===== config.mk =====
export PLATFORM = sky130hd
export DESIGN_NAME = servo_pwm_multi
export DESIGN_NICKNAME = d
export VERILOG_FILES = /design/src/rtl/servo_pkg.sv /design/src/rtl/servo_channel.sv /design/src/rtl/servo_pwm_multi.sv
export SDC_FILE = /design/constraint.sdc
export NUM_CORES = 1
export LEC_CHECK = 0
export CORE_MARGIN = 2
export CORE_UTILIZATION = 44
export DETAILED_ROUTE_END_ITERATION = 8
export PLACE_DENSITY = 0.63
export SYNTH_ARGS = -nofsm -noshare
export SYNTH_HDL_FRONTEND = slang
export SYNTH_HIERARCHICAL = 1
export SYNTH_SLANG_ARGS = --single-unit

===== constraint.sdc =====
create_clock -name clk -period 5.4 [get_ports clk]
set_input_delay 1.08 -clock clk [delete_from_list [all_inputs] [get_ports clk]]
set_output_delay 1.08 -clock clk [all_outputs]
set_load 0.05 [all_outputs]

===== src/rtl/servo_pkg.sv =====
// Shared constants and helpers for the multi-channel servo PWM driver:
// command encoding, counter width and forward/backward target decode.
package servo_pkg;

  // {forward, backward} command encodings
  localparam logic [1:0] CMD_STOP = 2'b00;
  localparam logic [1:0] CMD_FWD  = 2'b10;
  localparam logic [1:0] CMD_BWD  = 2'b01;

  localparam int unsigned CLK_PER_US_DIV = 1_000_000;

  // Bit width of the microsecond counter and width registers.
  function automatic int unsigned us_w(input int unsigned frame_us);
    return (frame_us > 1) ? $clog2(frame_us) : 1;
  endfunction

  // Pulse width in us requested by a {forward, backward} command pair.
  function automatic int unsigned target_us(input logic [1:0]  cmd,
                                            input int unsigned neutral_us,
                                            input int unsigned span_us);
    int unsigned t;
    case (cmd)
      CMD_FWD:  t = neutral_us + span_us;
      CMD_BWD:  t = neutral_us - span_us;
      CMD_STOP: t = neutral_us;
      default:  t = neutral_us;  // both asserted means stop
    endcase
    return t;
  endfunction

endpackage


===== src/rtl/servo_channel.sv =====
// One servo channel: target decode, per-frame slew-limited width register,
// pulse comparator and the registered pwm/ramping outputs.
module servo_channel
  import servo_pkg::*;
#(
  parameter int unsigned US_W       = 15,
  parameter int unsigned NEUTRAL_US = 1500,
  parameter int unsigned SPAN_US    = 500,
  parameter int unsigned RAMP_US    = 20
) (
  input  logic            clk,
  input  logic            rst_n,
  input  logic            enable_i,
  input  logic            forward_i,
  input  logic            backward_i,
  input  logic            wrap_tick_i,
  input  logic [US_W-1:0] us_cnt_i,
  output logic            pwm_o,
  output logic            ramping_o
);

  localparam int unsigned EW = US_W + 1;
  localparam logic [EW-1:0] RampX = EW'(RAMP_US);

  logic [US_W-1:0] target;
  logic [US_W-1:0] width_q, width_d;
  logic            ramping_q, ramping_d;
  logic            pwm_q, pwm_d;
  logic [EW-1:0]   tgt_x, wid_x, step_x;

  assign target = US_W'(target_us({forward_i, backward_i}, NEUTRAL_US, SPAN_US));

  always_comb begin
    // One spare bit keeps the distance and step arithmetic from wrapping
    tgt_x  = {1'b0, target};
    wid_x  = {1'b0, width_q};
    step_x = wid_x;
    if (RAMP_US == 0) begin
      step_x = tgt_x;
    end else if (tgt_x > wid_x) begin
      step_x = ((tgt_x - wid_x) <= RampX) ? tgt_x : (wid_x + RampX);
    end else begin
      step_x = ((wid_x - tgt_x) <= RampX) ? tgt_x : (wid_x - RampX);
    end

    width_d   = width_q;
    ramping_d = ramping_q;
    if (wrap_tick_i) begin
      width_d   = step_x[US_W-1:0];
      ramping_d = (step_x[US_W-1:0] != target);
    end

    pwm_d = enable_i & (us_cnt_i < width_q);
  end

  always_ff @(posedge clk or negedge rst_n) begin
    if (!rst_n) begin
      width_q   <= US_W'(NEUTRAL_US);
      ramping_q <= 1'b0;
      pwm_q     <= 1'b0;
    end else begin
      width_q   <= width_d;
      ramping_q <= ramping_d;
      pwm_q     <= pwm_d;
    end
  end

  assign pwm_o     = pwm_q;
  assign ramping_o = ramping_q;

endmodule


===== src/rtl/servo_pwm_multi.sv =====
// Multi-channel hobby-servo PWM driver: shared microsecond timebase and
// frame counter feeding NUM_CH independent slew-limited channels.
module servo_pwm_multi
  import servo_pkg::*;
#(
  parameter int unsigned NUM_CH     = 2,
  parameter int unsigned CLK_HZ     = 50_000_000,
  parameter int unsigned FRAME_US   = 20000,
  parameter int unsigned NEUTRAL_US = 1500,
  parameter int unsigned SPAN_US    = 500,
  parameter int unsigned RAMP_US    = 20
) (
  input  logic              clk,
  input  logic              rst_n,
  input  logic              enable,
  input  logic [NUM_CH-1:0] forward,
  input  logic [NUM_CH-1:0] backward,
  output logic [NUM_CH-1:0] pwm,
  output logic              frame_start,
  output logic [NUM_CH-1:0] ramping
);

  localparam int unsigned US_W = us_w(FRAME_US);
  localparam int unsigned DIV  = CLK_HZ / CLK_PER_US_DIV;
  localparam int unsigned PW   = (DIV > 1) ? $clog2(DIV) : 1;

  if (NEUTRAL_US + SPAN_US >= FRAME_US) begin : g_bad_frame
    $error("servo_pwm_multi: NEUTRAL_US + SPAN_US must be below FRAME_US");
  end
  if (SPAN_US > NEUTRAL_US) begin : g_bad_span
    $error("servo_pwm_multi: SPAN_US must not exceed NEUTRAL_US");
  end
  if ((CLK_HZ % CLK_PER_US_DIV != 0) || (DIV == 0)) begin : g_bad_clk
    $error("servo_pwm_multi: CLK_HZ must be a non-zero multiple of 1 MHz");
  end

  logic [PW-1:0]   presc_q, presc_d;
  logic [US_W-1:0] us_cnt_q, us_cnt_d;
  logic            frame_start_q, frame_start_d;
  logic            us_tick;
  logic            wrap_tick;

  always_comb begin
    us_tick   = (presc_q == PW'(DIV - 1));
    // Last tick of the frame: channels sample commands and step widths here
    wrap_tick = us_tick && (us_cnt_q == US_W'(FRAME_US - 1));

    presc_d = us_tick ? '0 : (presc_q + PW'(1));

    us_cnt_d = us_cnt_q;
    if (us_tick) begin
      us_cnt_d = wrap_tick ? '0 : (us_cnt_q + US_W'(1));
    end

    frame_start_d = wrap_tick;
  end

  always_ff @(posedge clk or negedge rst_n) begin
    if (!rst_n) begin
      presc_q       <= '0;
      us_cnt_q      <= '0;
      frame_start_q <= 1'b0;
    end else begin
      presc_q       <= presc_d;
      us_cnt_q      <= us_cnt_d;
      frame_start_q <= frame_start_d;
    end
  end

  assign frame_start = frame_start_q;

  for (genvar i = 0; i < NUM_CH; i++) begin : g_ch
    servo_channel #(
      .US_W       (US_W),
      .NEUTRAL_US (NEUTRAL_US),
      .SPAN_US    (SPAN_US),
      .RAMP_US    (RAMP_US)
    ) u_ch (
      .clk         (clk),
      .rst_n       (rst_n),
      .enable_i    (enable),
      .forward_i   (forward[i]),
      .backward_i  (backward[i]),
      .wrap_tick_i (wrap_tick),
      .us_cnt_i    (us_cnt_q),
      .pwm_o       (pwm[i]),
      .ramping_o   (ramping[i])
    );
  end

endmodule


; ---- Word level (Yosys, flattened, before mapping)
; Cells that the tools add are included.
[totals]
reg_bits = 56
in_bits = 7
word_cells = 48
[classes]
add_sub_neg = 10
magnitude_cmp = 8
eq_ne = 8
muxes = 10
bitwise_logic = 2
reduce_logical = 1
[ops]
columns = cell, count
row1 = two-way mux 15 bit, 7
row2 = "less-or-equal comparator 16 x 5 -> 1 bit, second input constant", 4
row3 = one-hot mux 11 bit (2 select lines), 2
row4 = subtractor 11 x 15 -> 16 bit, 2
row5 = subtractor 15 x 11 -> 16 bit, 2
row6 = "adder 15 x 5 -> 15 bit, second input constant", 2
row7 = greater-than comparator 11 x 15 -> 1 bit, 2
row8 = less-than comparator 15 bit, 2
row9 = inequality test 15 x 11 -> 1 bit, 2
row10 = "subtractor 15 x 5 -> 15 bit, second input constant", 2
row11 = "adder 15 x 1 -> 15 bit, second input constant", 1
row12 = "== test 15 bit, second input constant", 1
row13 = "adder 6 x 1 -> 6 bit, second input constant", 1
row14 = "== test 6 bit, second input constant", 1
row15 = two-way mux 6 bit, 1
row16 = "== test 2 x 1 -> 1 bit, second input constant", 2
row17 = "== test 2 bit, second input constant", 2
row18 = AND 1 bit, 2
row19 = logical AND 1 bit, 1

; ---- Logic depth before layout (Yosys ltp)
; Gate-level depths: netlist of run 1.
[depth]
ltp_word = 7
depth_mapped = 18
mapped_depth_nobuf = 15

; ---- Cells and area by module
; The synthesis of run 1 kept the hierarchy.
[by_module_without_submodules]
columns = module, n_inst, cells_each, area_each_um2
row1 = servo_channel at g_ch[0].u_ch, 1, 336, 2618.8
row2 = servo_channel at g_ch[1].u_ch, 1, 320, 2449.8
row3 = servo_pwm_multi, 1, 102, 1118.6

; ---- Least setup slack after synthesis of run 1
; Ideal clock, no wire load.
[synth_path]
path_kind = input port to flip-flop
from = input forward[1]
to = register g_ch[1].u_ch.ramping_q
setup_ns = 0.133
arrival_ns = 5.403
required_time_ns = 5.267
slack_ns = -0.136
cell_stages = 17
n_path_buf = 2
path_cell_list = inv_1 > ha_1 > ha_1 > inv_1 > fa_1 > a22o_1 > a21o_1 > or4b_1 > a221o_1 > or4_1 > buf_2 > and2_4 > buf_6 > a221o_1 > a221o_1 > a2111oi_2 > a31oi_1
[synth_between]
elab_chain_cells = 7
[synth_lines]
columns = item, line_no
row1 = "start, declared", servo_pwm_multi.sv:16  ; input logic [NUM_CH-1:0] forward,
row2 = == test 2 x 1 -> 1 bit or == test 2 bit (tied branches), servo_pkg.sv:22  ; case (cmd)
row3 = one-hot mux 11 bit (2 select lines) (*), servo_pkg.sv:22
row4 = subtractor 15 x 11 -> 16 bit or subtractor 11 x 15 -> 16 bit (tied branches), "servo_channel.sv:43, servo_channel.sv:41"
row5 = "less-or-equal comparator 16 x 5 -> 1 bit, on equally long branches", "servo_channel.sv:43, servo_channel.sv:41"
row6 = "two-way mux 15 bit, on equally long branches", "servo_channel.sv:43, servo_channel.sv:41"
row7 = two-way mux 15 bit, servo_channel.sv:40  ; end else if (tgt_x > wid_x) begin
row8 = inequality test 15 x 11 -> 1 bit (*), servo_channel.sv:50  ; ramping_d = (step_x[US_W-1:0] != target);
row9 = "end signal, assigned", servo_channel.sv:63  ; ramping_q <= ramping_d;
row10 = "end, declared", servo_channel.sv:27  ; logic ramping_q, ramping_d;
; Mark *: on every way between the ends. The rest lies on a longest branch, timed or not.
; A chain may end at the register's enable or synchronous reset.

; ---- Worst setup path in the final report of run 1
; Same ends and word-level chain as after synthesis.

==> metrics.txt, run 1 <==
CTS sink cnt 56; GR Util All Layers 27.16%; Core Footprint ~0.014 mm²; initial antenna violation count 0; Final Cycle Share 95.67%; r2r worst-path depth 15; via count approximately 6400; critical path type input port to flop; post-route antenna net violation count 0; final setup violation count 0; # hold bufs at CTS 0; Port Buf Inserts 11; startpoint types input port; worst-margin pin slew 0.8270 ns; Final Slew Violations 0; WHS Endpoint presc_q[0]$_DFF_PN0_; Post-Syn Instances ~760; Site Rows 43; Starting DRT DRC Count 612; Hold Vio Cnt, Final 0; WL final 19450 µm; clock-pin transition on the worst setup and hold timing paths about 0.080 ns; Die ar. 0.01503 mm²; commonest non-fill, non-tap cell in the layout buf_4; commonest non-fill, non-tap cells in the layout buf_4 (69), nor2_1 (58), ha_1 (57), nand2_1 (51), inv_1 (47); clk_lat worst skew about 0.31 ns; max_cap viols 0; Post-synth ARST share 100.0%; register area share after synthesis between 20 and 25%; Pwr Density between 100 and 150 mW/mm²; min-delay src presc_q[0]$_DFF_PN0_; DR WL/cell 19.65 µm; starting density of the core around 45%; WP data required 5.59 ns; reg2reg setup slack 0.76 ns; Synth Area per Inst 8.163 µm²; 1st-pass router iterations 5; count of cell types in the netlist 99; Final Cell Area 0.007074 mm²; outcome finished clean; hold path depth 1; NumNets Final 877; Slew HR 44.09%; Post-synth EDFFs 0; syn_nets 826; Leak 3.147 nW; end-of-flow core utilization 51.16%; post-layout minimum cycle time 5.166 ns; # H-tree levels 2; most frequently used flop master after synthesis dfrtp_1; maximum vdd drop 0.0001189 V; synthesized flop and latch total 56; Die Width 122.6 µm; vias per cell 6.476; vias in the first global route just over 6000; I/O pins 12; Post-Syn Area about 0.0062 mm²; layout cells sized above 1 between 10% and 20%; Die Span Y 122.6 µm; reg2reg start g_ch[1].u_ch/width_q[2]$_DFFE_PN1P_; CTS tree built; Crit. End Element flop; largest net degree at the start of global routing 57; DP HPWL 15090 µm; CP Max Fanout 5; Final GP Congestion 0.9748; synth warn 6; Setup Skew 0.005767 ns; first-pass GRT wire length 32370 µm; Area after DPL 0.006875 mm²; Fillers 1330; worst r2r dst g_ch[1].u_ch/ramping_o$_DFFE_PN0P_; ant diodes 0; DRC viols 0; CTS Buffer Depth 2; f_max 193.6 MHz; Hold WC Path Type flop to flop; global route total overflow 0; RSZ-0062 raised after global routing no; Layout Area Growth over Synthesis 14.34%; Worst Path Arrival 5.35 ns; Root Buffer clkbuf_16; CTS buffer count 5
worst max-delay path, stage by stage:
cell and delay [ns]:
dlygate4sd2_1 0.23, inv_2 0.06, ha_4 0.27, ha_4 0.12
inv_1 0.04, fa_2 0.34, a22o_1 0.26, a21o_1 0.19
or4b_1 0.51, a221o_1 0.31, or4_4 0.55, buf_6 0.15
mux2i_4 0.16, a21oi_1 0.07, or4_4 0.51, a2111oi_4 0.37
a31oi_1 0.13
cell usage after synthesis, types with 12 or more instances:
master	instances	area, µm²
a21o_1	22	165.2
inv_1	48	180.2
o22ai_1	12	75.07
xnor2_1	21	183.9
nand2_1	51	191.4
a21oi_1	37	185.2
buf_2	13	65.06
nor3_1	29	145.1
nor2_1	58	217.7
nand3_1	37	185.2
nand4_1	12	75.07
a31oi_1	14	87.58
dfrtp_1	42	1051
clkbuf_1	20	75.07
ha_1	59	738.2
o21ai_0	38	190.2
dfstp_2	14	367.9
metrics by stage:
| stage | hold slack, ns | setup slack (ns) | power [mW] | setup TNS [ns] | instances |
|---|---|---|---|---|---|
| 2_1_floorplan | 0.4595 | 0.009887 | 0.5335 | 0 | 758 |
| 3_3_place_gp | 0.4784 | -0.3739 | 0.5935 | -0.3739 | 981 |
| 3_5_place_dp | 0.4876 | -0.4605 | 0.5972 | -0.4889 | 981 |
| 4_1_cts | 0.5015 | 0.006680 | 0.9559 | 0 | 990 |
| 5_1_grt | 0.5250 | 0.08045 | 0.9863 | 0 | 990 |
| 6_report | 0.4993 | 0.2337 | 0.9509 | 0 | 990 |
what timing repair did:
| action | CTS | global route |
|---|---|---|
| setup buffers | 1 | 0 |
| gates cloned | 0 | 0 |
| setup endpoints to repair | 1 | 1 |
| pin swaps | 4 | 0 |
| resized for setup | 9 | 1 |
registers in the layout, indices dropped and copies added, names as in the netlist:
register / flops
us_cnt_q: 15
g_ch.u_ch/pwm_o: 2
frame_start: 1
presc_q: 6
g_ch.u_ch/ramping_o: 2
g_ch.u_ch/width_q: 30
cell families (layout without fill, tap and decap cells):
family | count (synthesis) | after routing | share of synthesized area (%)
adders and majority gates | 61 | 61 | 12.58
DFF | 56 | 56 | 22.93
xor gates and xnor gates | 32 | 32 | 4.530
buffers and inverters | 90 | 142 | 6.208
AOI/OAI and AO/OA | 231 | 231 | 26.94
and+or+nand+nor | 277 | 277 | 24.79
muxes | 11 | 11 | 2.022
how the worst max path moves through the flow:
| stage | startpoint | end | slack (ns) |
|---|---|---|---|
| after floorplan | forward[1] | g_ch[1].u_ch/ramping_o$_DFFE_PN0P_ | 0.01 |
| after global placement | forward[1] | g_ch[1].u_ch/ramping_o$_DFFE_PN0P_ | -0.37 |
| after detailed placement | forward[1] | g_ch[1].u_ch/ramping_o$_DFFE_PN0P_ | -0.46 |
| after CTS | backward[1] | g_ch[1].u_ch/ramping_o$_DFFE_PN0P_ | 0.007 |
| after global routing | forward[1] | g_ch[1].u_ch/ramping_o$_DFFE_PN0P_ | 0.08 |
| final | forward[1] | g_ch[1].u_ch/ramping_o$_DFFE_PN0P_ | 0.23 |
layer usage:
layer | track usage, % | wire (µm)
met2 | 42.29 | 8748
met3 | 4.507 | 1274
met5 | 0 | 0
met1 | 38.78 | 8979
met4 | 7.543 | 448
layout make-up:
type	count	area (µm²)	share of cell area, %
clock buffer	5	125.1	1.769
clock inverter	3	26.28	0.3714
inverter	53	198.9	2.812
multi-input combinational	612	4444	62.82
sequential	56	1419	20.06
tap	180	225.2	3.184
timing repair buffer	81	635.6	8.985
where the power goes:
part | internal, mW | leakage [nW] | switching (mW) | total, mW
clock | 0.176 | 0.0680 | 0.183 | 0.359
sequential | 0.422 | 0.648 | 0.00241 | 0.424
combinational | 0.0741 | 2.43 | 0.0931 | 0.167
total | 0.672 | 3.15 | 0.278 | 0.951
Power figures use the tool's default switching activity.
==> run 2: changes to the inputs <==
--- a/config.mk
+++ b/config.mk
@@ -8,6 +8,7 @@
 export CORE_MARGIN = 2
 export CORE_UTILIZATION = 44
 export DETAILED_ROUTE_END_ITERATION = 8
+export HOLD_SLACK_MARGIN = 0.12
 export PLACE_DENSITY = 0.63
 export SYNTH_ARGS = -nofsm -noshare
 export SYNTH_HDL_FRONTEND = slang
==> results of run 2 <==
The final DEF is identical to that of run 1; final timing and power are the same.
